File: config.mk
export PLATFORM = sky130hd
export DESIGN_NAME = reg_write_arbiter_flat
export DESIGN_NICKNAME = d
export VERILOG_FILES = /design/src/rtl/reg_arb_pkg.sv /design/src/rtl/reg_write_arbiter_if.sv /design/src/rtl/reg_write_arbiter_rr_pick.sv /design/src/rtl/reg_write_arbiter.sv /design/src/flat_wrapper.sv
export SDC_FILE = /design/constraint.sdc
export NUM_CORES = 1
export LEC_CHECK = 0
export CORE_UTILIZATION = 36
export DETAILED_ROUTE_END_ITERATION = 8
export PLACE_DENSITY = 0.9
export SLEW_MARGIN = 10
export SYNTH_ARGS = -nofsm -noshare
export SYNTH_HDL_FRONTEND = slang
export SYNTH_HIERARCHICAL = 1
export SYNTH_SLANG_ARGS = --single-unit
File: constraint.sdc
create_clock -name clk -period 5 [get_ports clk]
set_clock_uncertainty 0.2 [all_clocks]
set_input_delay 0.5 -clock clk [delete_from_list [all_inputs] [get_ports clk]]
set_output_delay 0.5 -clock clk [all_outputs]
set_load 0.02 [all_outputs]
File: src/rtl/reg_arb_pkg.sv
// Shared definitions for the register write arbiter: FSM state encodings,
// default sizing and the owner-index width rule.
// Optional feature macro used by this slice: REG_ARB_LOCK_EN.
package reg_arb_pkg;

    localparam int DEF_N_REQ = 4;
    localparam int DEF_WIDTH = 8;

    localparam logic [1:0] ST_IDLE  = 2'd0;
    localparam logic [1:0] ST_WRITE = 2'd1;
    localparam logic [1:0] ST_ACK   = 2'd2;

    // Owner index width: clog2 of the requester count, never below one bit.
    function automatic int idx_width(input int n);
        return (n <= 1) ? 1 : $clog2(n);
    endfunction

endpackage

File: src/rtl/reg_write_arbiter_if.sv
// Requester/register side bundle of the write arbiter.
// The lock vector exists only when REG_ARB_LOCK_EN is defined.
// Handshake: a requester raises req with its word on req_data; the arbiter
// answers with gnt during the single ena cycle and a one-cycle ack pulse once
// the register holds the word. req must be dropped in the ack cycle; req and
// req_data are ignored while busy.
interface reg_write_arbiter_if
    import reg_arb_pkg::*;
#(
    parameter int N_REQ = DEF_N_REQ,
    parameter int WIDTH = DEF_WIDTH,
    parameter int IDX_W = idx_width(N_REQ)
);
    logic [N_REQ-1:0]       req;
    logic [N_REQ*WIDTH-1:0] req_data;
    logic [N_REQ-1:0]       gnt;
    logic [N_REQ-1:0]       ack;
    logic [WIDTH-1:0]       data;
    logic                   ena;
    logic [IDX_W-1:0]       owner;
    logic                   busy;
`ifdef REG_ARB_LOCK_EN
    logic [N_REQ-1:0]       lock;

    modport master (output req, req_data, lock,
                    input  gnt, ack, data, ena, owner, busy);
    modport slave  (input  req, req_data, lock,
                    output gnt, ack, data, ena, owner, busy);
`else
    modport master (output req, req_data,
                    input  gnt, ack, data, ena, owner, busy);
    modport slave  (input  req, req_data,
                    output gnt, ack, data, ena, owner, busy);
`endif
endinterface

File: src/rtl/reg_write_arbiter_rr_pick.sv
// Combinational round-robin picker: the first requester after ptr wins,
// wrapping from N_REQ-1 back to 0; ptr itself is considered last.
module rr_pick #(
    parameter int N_REQ = 4,
    parameter int IDX_W = 2
) (
    input  logic [N_REQ-1:0] req,
    input  logic [IDX_W-1:0] ptr,
    output logic [IDX_W-1:0] idx,
    output logic             valid
);

    // Scan from the farthest candidate to the nearest so the nearest one wins.
    always_comb begin
        logic [IDX_W-1:0] cand;
        idx   = '0;
        valid = 1'b0;
        cand  = '0;
        for (int i = N_REQ; i >= 1; i--) begin
            cand = IDX_W'((int'(ptr) + i) % N_REQ);
            if (req[cand]) begin
                idx   = cand;
                valid = 1'b1;
            end
        end
    end

endmodule

File: src/rtl/reg_write_arbiter.sv
// Round-robin arbiter sharing one enable-loaded register between N_REQ writers.
// IDLE arbitrates and latches the winner's word, WRITE drives ena/gnt for one
// cycle, ACK pulses the owner's ack. With REG_ARB_LOCK_EN defined, a locked
// owner still requesting goes straight from ACK back to WRITE.
module reg_write_arbiter
    import reg_arb_pkg::*;
#(
    parameter int N_REQ = DEF_N_REQ,
    parameter int WIDTH = DEF_WIDTH,
    parameter int IDX_W = idx_width(N_REQ)
) (
    input  logic                clk,
    input  logic                rst_n,
    reg_write_arbiter_if.slave  bus,
    output logic [1:0]          state_dbg
);

    logic [1:0]       state_q, state_d;
    logic [WIDTH-1:0] data_q;
    logic [IDX_W-1:0] owner_q;
    logic [IDX_W-1:0] pick_idx;
    logic             pick_valid;
    logic             lock_hold;

    rr_pick #(.N_REQ(N_REQ), .IDX_W(IDX_W)) u_pick (
        .req   (bus.req),
        .ptr   (owner_q),
        .idx   (pick_idx),
        .valid (pick_valid)
    );

`ifdef REG_ARB_LOCK_EN
    assign lock_hold = (state_q == ST_ACK) && bus.lock[owner_q] && bus.req[owner_q];
`else
    assign lock_hold = 1'b0;
`endif

    // Next-state logic: arbitrate in IDLE, one WRITE cycle, one ACK cycle.
    always_comb begin
        state_d = state_q;
        case (state_q)
            ST_IDLE:  if (pick_valid) state_d = ST_WRITE;
            ST_WRITE: state_d = ST_ACK;
            ST_ACK:   state_d = lock_hold ? ST_WRITE : ST_IDLE;
            default:  state_d = ST_IDLE;
        endcase
    end

    // State, latched word and owner; owner moves only on a grant so idle keeps fairness.
    always_ff @(posedge clk or negedge rst_n) begin
        if (!rst_n) begin
            state_q <= ST_IDLE;
            data_q  <= '0;
            owner_q <= IDX_W'(N_REQ - 1);
        end else begin
            state_q <= state_d;
            if (state_q == ST_IDLE && pick_valid) begin
                data_q  <= bus.req_data[pick_idx*WIDTH +: WIDTH];
                owner_q <= pick_idx;
            end else if (lock_hold) begin
                data_q  <= bus.req_data[owner_q*WIDTH +: WIDTH];
            end
        end
    end

    // Output decode from the registered state so reset clears ena/gnt/ack at once.
    always_comb begin
        bus.gnt   = (state_q == ST_WRITE) ? (N_REQ'(1) << owner_q) : '0;
        bus.ack   = (state_q == ST_ACK)   ? (N_REQ'(1) << owner_q) : '0;
        bus.ena   = (state_q == ST_WRITE);
        bus.busy  = (state_q != ST_IDLE);
        bus.data  = data_q;
        bus.owner = owner_q;
        state_dbg = state_q;
    end

endmodule

File: src/flat_wrapper.sv
// flat-port wrapper written by rule: the top's interface ports become plain ports
module reg_write_arbiter_flat import reg_arb_pkg::*;
#(
    parameter int N_REQ = DEF_N_REQ,
    parameter int WIDTH = DEF_WIDTH,
    parameter int IDX_W = idx_width(N_REQ)
)
  (clk, rst_n, state_dbg, bus_req, bus_req_data, bus_gnt, bus_ack, bus_data, bus_ena, bus_owner, bus_busy);
  reg_write_arbiter_if #(.N_REQ(N_REQ), .WIDTH(WIDTH), .IDX_W(IDX_W)) bus_i ();
  input  logic clk;
  input  logic rst_n;
  output logic [1:0] state_dbg;
  input wire logic [$bits(bus_i.req)-1:0] bus_req;
  input wire logic [$bits(bus_i.req_data)-1:0] bus_req_data;
  output wire logic [$bits(bus_i.gnt)-1:0] bus_gnt;
  output wire logic [$bits(bus_i.ack)-1:0] bus_ack;
  output wire logic [$bits(bus_i.data)-1:0] bus_data;
  output wire logic [$bits(bus_i.ena)-1:0] bus_ena;
  output wire logic [$bits(bus_i.owner)-1:0] bus_owner;
  output wire logic [$bits(bus_i.busy)-1:0] bus_busy;
  assign bus_i.req = bus_req;
  assign bus_i.req_data = bus_req_data;
  assign bus_gnt = bus_i.gnt;
  assign bus_ack = bus_i.ack;
  assign bus_data = bus_i.data;
  assign bus_ena = bus_i.ena;
  assign bus_owner = bus_i.owner;
  assign bus_busy = bus_i.busy;
  reg_write_arbiter #(.N_REQ(N_REQ), .WIDTH(WIDTH), .IDX_W(IDX_W)) u_core (.clk(clk), .rst_n(rst_n), .bus(bus_i), .state_dbg(state_dbg));
endmodule
# Word level (Yosys, flattened, before mapping)
# Cells that the tools add are included.
# W data, S select, Z words.
# word_totals
regBits	12
inputBits	38
out_inout_bits	22
wordCells	39
# classes
n_addsub	4
order_cmp	4
n_eq_ne	3
shifts	2
mux	20
reduce_logical	3
# op_table
op	count
$shiftx A32 B6 Y8	1
$lt A2 B3 Y1 const B	4
$mux W2	5
$bmux W1 S2	4
$mux W1	8
$mux W4	2
$add A2 B1 Y2 const B	2
$add A2 B2 Y2 const B	2
$pmux W2 S2	1
$shl A1 B2 Y4 const A	1
$eq A2 B1 Y1 const B	1
$eq A2 B2 Y1 const B	1
$logic_not A2 Y1	1
$ne A2 B1 Y1 const B	1
$reduce_bool A2 Y1	1
$logic_and A1 B1 Y1	1

# Logic depth before layout (Yosys ltp)
# logic_depth
depth_word	9
mapped_depth	6
ltp_nobuf	5

# Cells and area by module
# The synthesis kept the hierarchy.
# by_module_without_submodules
module	instances	cells_each	area_per_inst_um2	seq_area_each_um2
reg_write_arbiter	1	50	735.7	302.8
rr_pick	1	14	91.3	0.0

# Worst setup path after synthesis
# OpenSTA, ideal clock, no wires.
# synth_path
path_type	register to register
start	register u_core.owner_q[1], in the netlist u_core/bus.owner[1]
end	register u_core.data_q[0], in the netlist u_core/bus.data[0]
setup_time_ns	0.125
arrival_ns	1.945
t_required_ns	4.675
setup_slack_ns	2.730
stages_incl_launch_ff	7
path_buffers	1
synth_period_minus_slack_ns	2.270
cell_sequence	dfstp_2 -> nand2b_1 -> a21oi_2 -> o221ai_2 -> buf_6 -> mux4_2 -> mux2_4
# synth_via
elab_chain_len	8
elab_cells_between_ends	22
# synth_rtl
element	line	text
from (decl)	reg_write_arbiter.sv:20	logic [IDX_W-1:0] owner_q;
from (signal assigned)	reg_write_arbiter.sv:54	owner_q <= IDX_W'(N_REQ - 1);
from (signal assigned)	reg_write_arbiter.sv:59	owner_q <= pick_idx;
$add A2 B1 Y2	reg_write_arbiter_rr_pick.sv:20	cand = IDX_W'((int'(ptr) + i) % N_REQ);
$bmux W1 S2	reg_write_arbiter_rr_pick.sv:21	if (req[cand]) begin
$mux W1 (not written as such)	reg_write_arbiter_rr_pick.sv:21	
$mux W2 (3 in a row)	reg_write_arbiter_rr_pick.sv:21	
$mux W2 *	reg_write_arbiter_rr_pick.sv:21	
via u_core.pick_idx[0]	reg_write_arbiter.sv:21	logic [IDX_W-1:0] pick_idx;
$shiftx A32 B6 Y8 *	reg_write_arbiter.sv:58	data_q <= bus.req_data[pick_idx*WIDTH +: WIDTH];
to (signal assigned)	reg_write_arbiter.sv:58	
to (signal assigned)	reg_write_arbiter.sv:61	data_q <= bus.req_data[owner_q*WIDTH +: WIDTH];
to (decl)	reg_write_arbiter.sv:19	logic [WIDTH-1:0] data_q;
# Mark *: on every way through the listed nets, which the timed path passes. The rest lies on a longest branch. The select of a mux whose other input is x is not followed.
# A chain may end at the register's enable or synchronous reset.

# Worst setup path after layout
# layout_path
start	input bus_req[3]
end	register u_core.data_q[6], in the netlist u_core/bus.data[6]
# layout_via
elab_chain_len	7
elab_cells_between_ends	18
# layout_rtl
element	line	text
from (decl)	flat_wrapper.sv:13	input wire logic [$bits(bus_i.req)-1:0] bus_req;
$bmux W1 S2	reg_write_arbiter_rr_pick.sv:21	
$mux W1 (not written as such)	reg_write_arbiter_rr_pick.sv:21	
$mux W2 (3 in a row)	reg_write_arbiter_rr_pick.sv:21	
$mux W2 *	reg_write_arbiter_rr_pick.sv:21	
via u_core.pick_idx[0]	reg_write_arbiter.sv:21	
$shiftx A32 B6 Y8 *	reg_write_arbiter.sv:58	
# Marked as above.

==> reports/qor.txt <==
Final setup viols: 0
Flops & latches, synth: 12
Io pins: 60
Synth cell types: 22
Via/cell ratio: 5.04
Placement Setup Slack: 1.93 ns
RR Startpoint: u_core/bus.owner[1]$_DFFE_PN1P_
PortBufs: 59
Status: finished, final reports clean
CTS tree: yes
Data required time at the worst endpoint: 4.97 ns
Yosys warnings: 6
Flop pwr share: 0.251
Die W: 49.9 microns
Fin. max-slew vios: 0
Gates resized, CTS repair: 0
Std-Cell Rows: 16
Reg area: 303 sq um
Number of synthesized flops with an enable pin: 0
Tmin final: 2.73 ns
Post-Syn Area per Cell: 12.9 sq um
Area share of the largest cell type after synthesis: 0.303
Detail Route Antenna Nets: 0
Final HPWL DP: 1710 microns
Starting Density: 0.401
Slew HR: 0.298
Area Growth Syn to Fin: 77.2%
Hold Crit Start: u_core/bus.data[2]$_DFFE_PN0P_
Overflow after GRT: 0
Pwr Total: 0.000837 W
Hold Path Sink: u_core/bus.data[2]$_DFFE_PN0P_
Core area: 2060 sq um
First-pass detailed-route iteration total: 4
Setup WS post-layout: 2.27 ns
Reg2reg end: u_core/bus.data[6]$_DFFE_PN0P_
Setup slack, reg-to-reg: 2.36 ns
WL final: 2090 microns
Die ar.: 2490 sq um
Vias in the first global route: 792
Initial drt markers: 9
Net Switching: 0.000320 W
Top-count cell post-synth: dfrtp_1
Chip height: 49.9 microns
Max_cap viols: 0
Fillers: 153
Internal Power: 0.000516 W
Async set-or-reset flop fraction in the synthesized netlist: 1.00
Num Clock Sinks: 12
Number of diodes: 0
Net Count, Synth: 102
Lkg Pwr: 0.589 nW
Crit share post-route: 0.547
Initial antenna violation count: 0
Unrepaired setup endpoints after global routing: no
CTS buffer count: 3
Buffer count from post-CTS setup fixing: 0
Part of the Yosys area used for sequential elements: 0.366
Hold path depth: 1
DRC Markers: 0
Worst-Skew Late Latency: 0.28 ns
CP max FO: 9
Crit start category: primary input
Fraction of layout cells with a size suffix above 1: 0.218
CP Class: in2reg
Clock network power share: 0.094
Pwr dens: 571 nW/um^2
Combinational Power Share: 0.655
Fin Setup TNS: 0 ns
Via count: 761
Largest net degree at the start of global routing: 14
CTS clk-pin slew, worst paths: 0.08 ns
Hold Buf Count CTS: 0
Ys flop type: dfrtp_1
Fmax: 366 MHz
Worst Setup End Kind: register
Total track usage: 0.188
Synth area leader: dfrtp_1
Post-synth top cells: 10 x dfrtp_1, 8 x mux2_4, 8 x mux4_2, 8 x nor2_1, 7 x nand2b_1
Synthesized cell area: 827 sq um
Sw Ratio: 0.383
R2R cell count: 5
Crit path DAT: 2.70 ns
Multi-input logic area: 490 sq um
Peak supply drop: 0.315 mV
Max H-tree Level: 1
Slew @ Worst Pin: 1.05 ns
First-pass GRT wire length: 3430 microns
Fin. Hold Viols: 0
Final #Nets: 163
Area contributors post-synth: dfrtp_1 30%, mux4_2 22%, mux2_4 15%
Type of the worst min-delay path: reg2reg
Clock buffer depth: 2
Syn Inst Count: 64
WL per Instance: 13.8 microns
Final Wtd Congestion: 0.801
Clock Tree Root: clkbuf_4
cell usage in the layout, fill, tap and decap left out, types with 2 or more instances in the layout:
master / Yosys / final
nor3_1: 2 / 2
mux4_2: 8 / 8
inv_1: 3 / 3
a21oi_1: 2 / 2
nand2b_1: 7 / 7
dfrtp_1: 10 / 10
nor2_1: 8 / 8
clkdlybuf4s50_1: 0 / 59
nand2_1: 2 / 2
mux2_4: 8 / 8
dfstp_2: 2 / 2
clkbuf_4: 0 / 3
kinds of logic (layout without fill, tap and decap cells):
logic type / Yosys count / count (layout) / synth area share
flip-flops: 12 / 12 / 0.366
AO/OA/AOI/OAI: 5 / 5 / 0.0484
AND/OR/NAND/NOR: 22 / 22 / 0.142
multiplexers: 19 / 19 / 0.402
buffers and inverters: 6 / 66 / 0.0408
state kept, by name, indices dropped and copies added, names as in the netlist:
register and cells:
u_core/bus.data 8, u_core/state_dbg 2, u_core/bus.owner 2
critical path: stages:
cell and delay, ns:
clkdlybuf4s50_1 0.52, and2b_1 0.18, a21oi_2 0.04, o221ai_2 0.59, mux4_2 0.59, mux2_4 0.27
through the flow:
| step | instance area (sq um) | std cells | hold slack (ns) | utilization |
|---|---|---|---|---|
| final | 1470 | 151 | 0.316 | 0.711 |
| after global routing | 1470 | 151 | 0.329 | 0.711 |
| after CTS | 1470 | 151 | 0.320 | 0.711 |
| after detailed placement | 1430 | 147 | 0.298 | 0.693 |
| after global placement | 1430 | 147 | 0.297 | 0.693 |
| after floorplan | 827 | 64 | 0.00441 | - |
worst max-delay path by stage:
stage	start	end	slack [ns]	cells after the start
global placement	bus_req[3]	u_core/bus.data[7]$_DFFE_PN0P_	2.03	6
CTS	bus_req[3]	u_core/bus.data[6]$_DFFE_PN0P_	2.24	6
finish	bus_req[3]	u_core/bus.data[6]$_DFFE_PN0P_	2.27	6
floorplan	u_core/bus.owner[1]$_DFFE_PN1P_	u_core/bus.data[0]$_DFFE_PN0P_	2.73	6
detailed placement	bus_req[3]	u_core/bus.data[1]$_DFFE_PN0P_	1.93	6
global route	bus_req[3]	u_core/bus.data[7]$_DFFE_PN0P_	2.10	6
per-layer routing:
metal  global-route usage  vias to the layer above  share of wire
met5                    0                        -              0
met4               0.0857                        0         0.0077
met3               0.0370                        2          0.069
met2                0.331                       46           0.53
met1                0.217                      356           0.39
li1                     -                      357              -
power by group through the flow:
stage	logic, W	registers, W	clock network, W
final	0.000548	0.000210	0.0000786
after global routing	0.000580	0.000221	0.0000849
after CTS	0.000553	0.000211	0.0000811
after detailed placement	0.000554	0.000211	0
after global placement	0.000536	0.000208	0
after floorplan	0.000297	0.000262	0
cell type report:
| type | instances | area share |
|---|---|---|
| multi-input combinational | 46 | 0.335 |
| inverter | 3 | 0.00769 |
| clock buffer | 4 | 0.0248 |
| tap | 27 | 0.0231 |
| sequential | 12 | 0.207 |
| timing repair buffer | 59 | 0.403 |
Power figures use the tool's default switching activity.
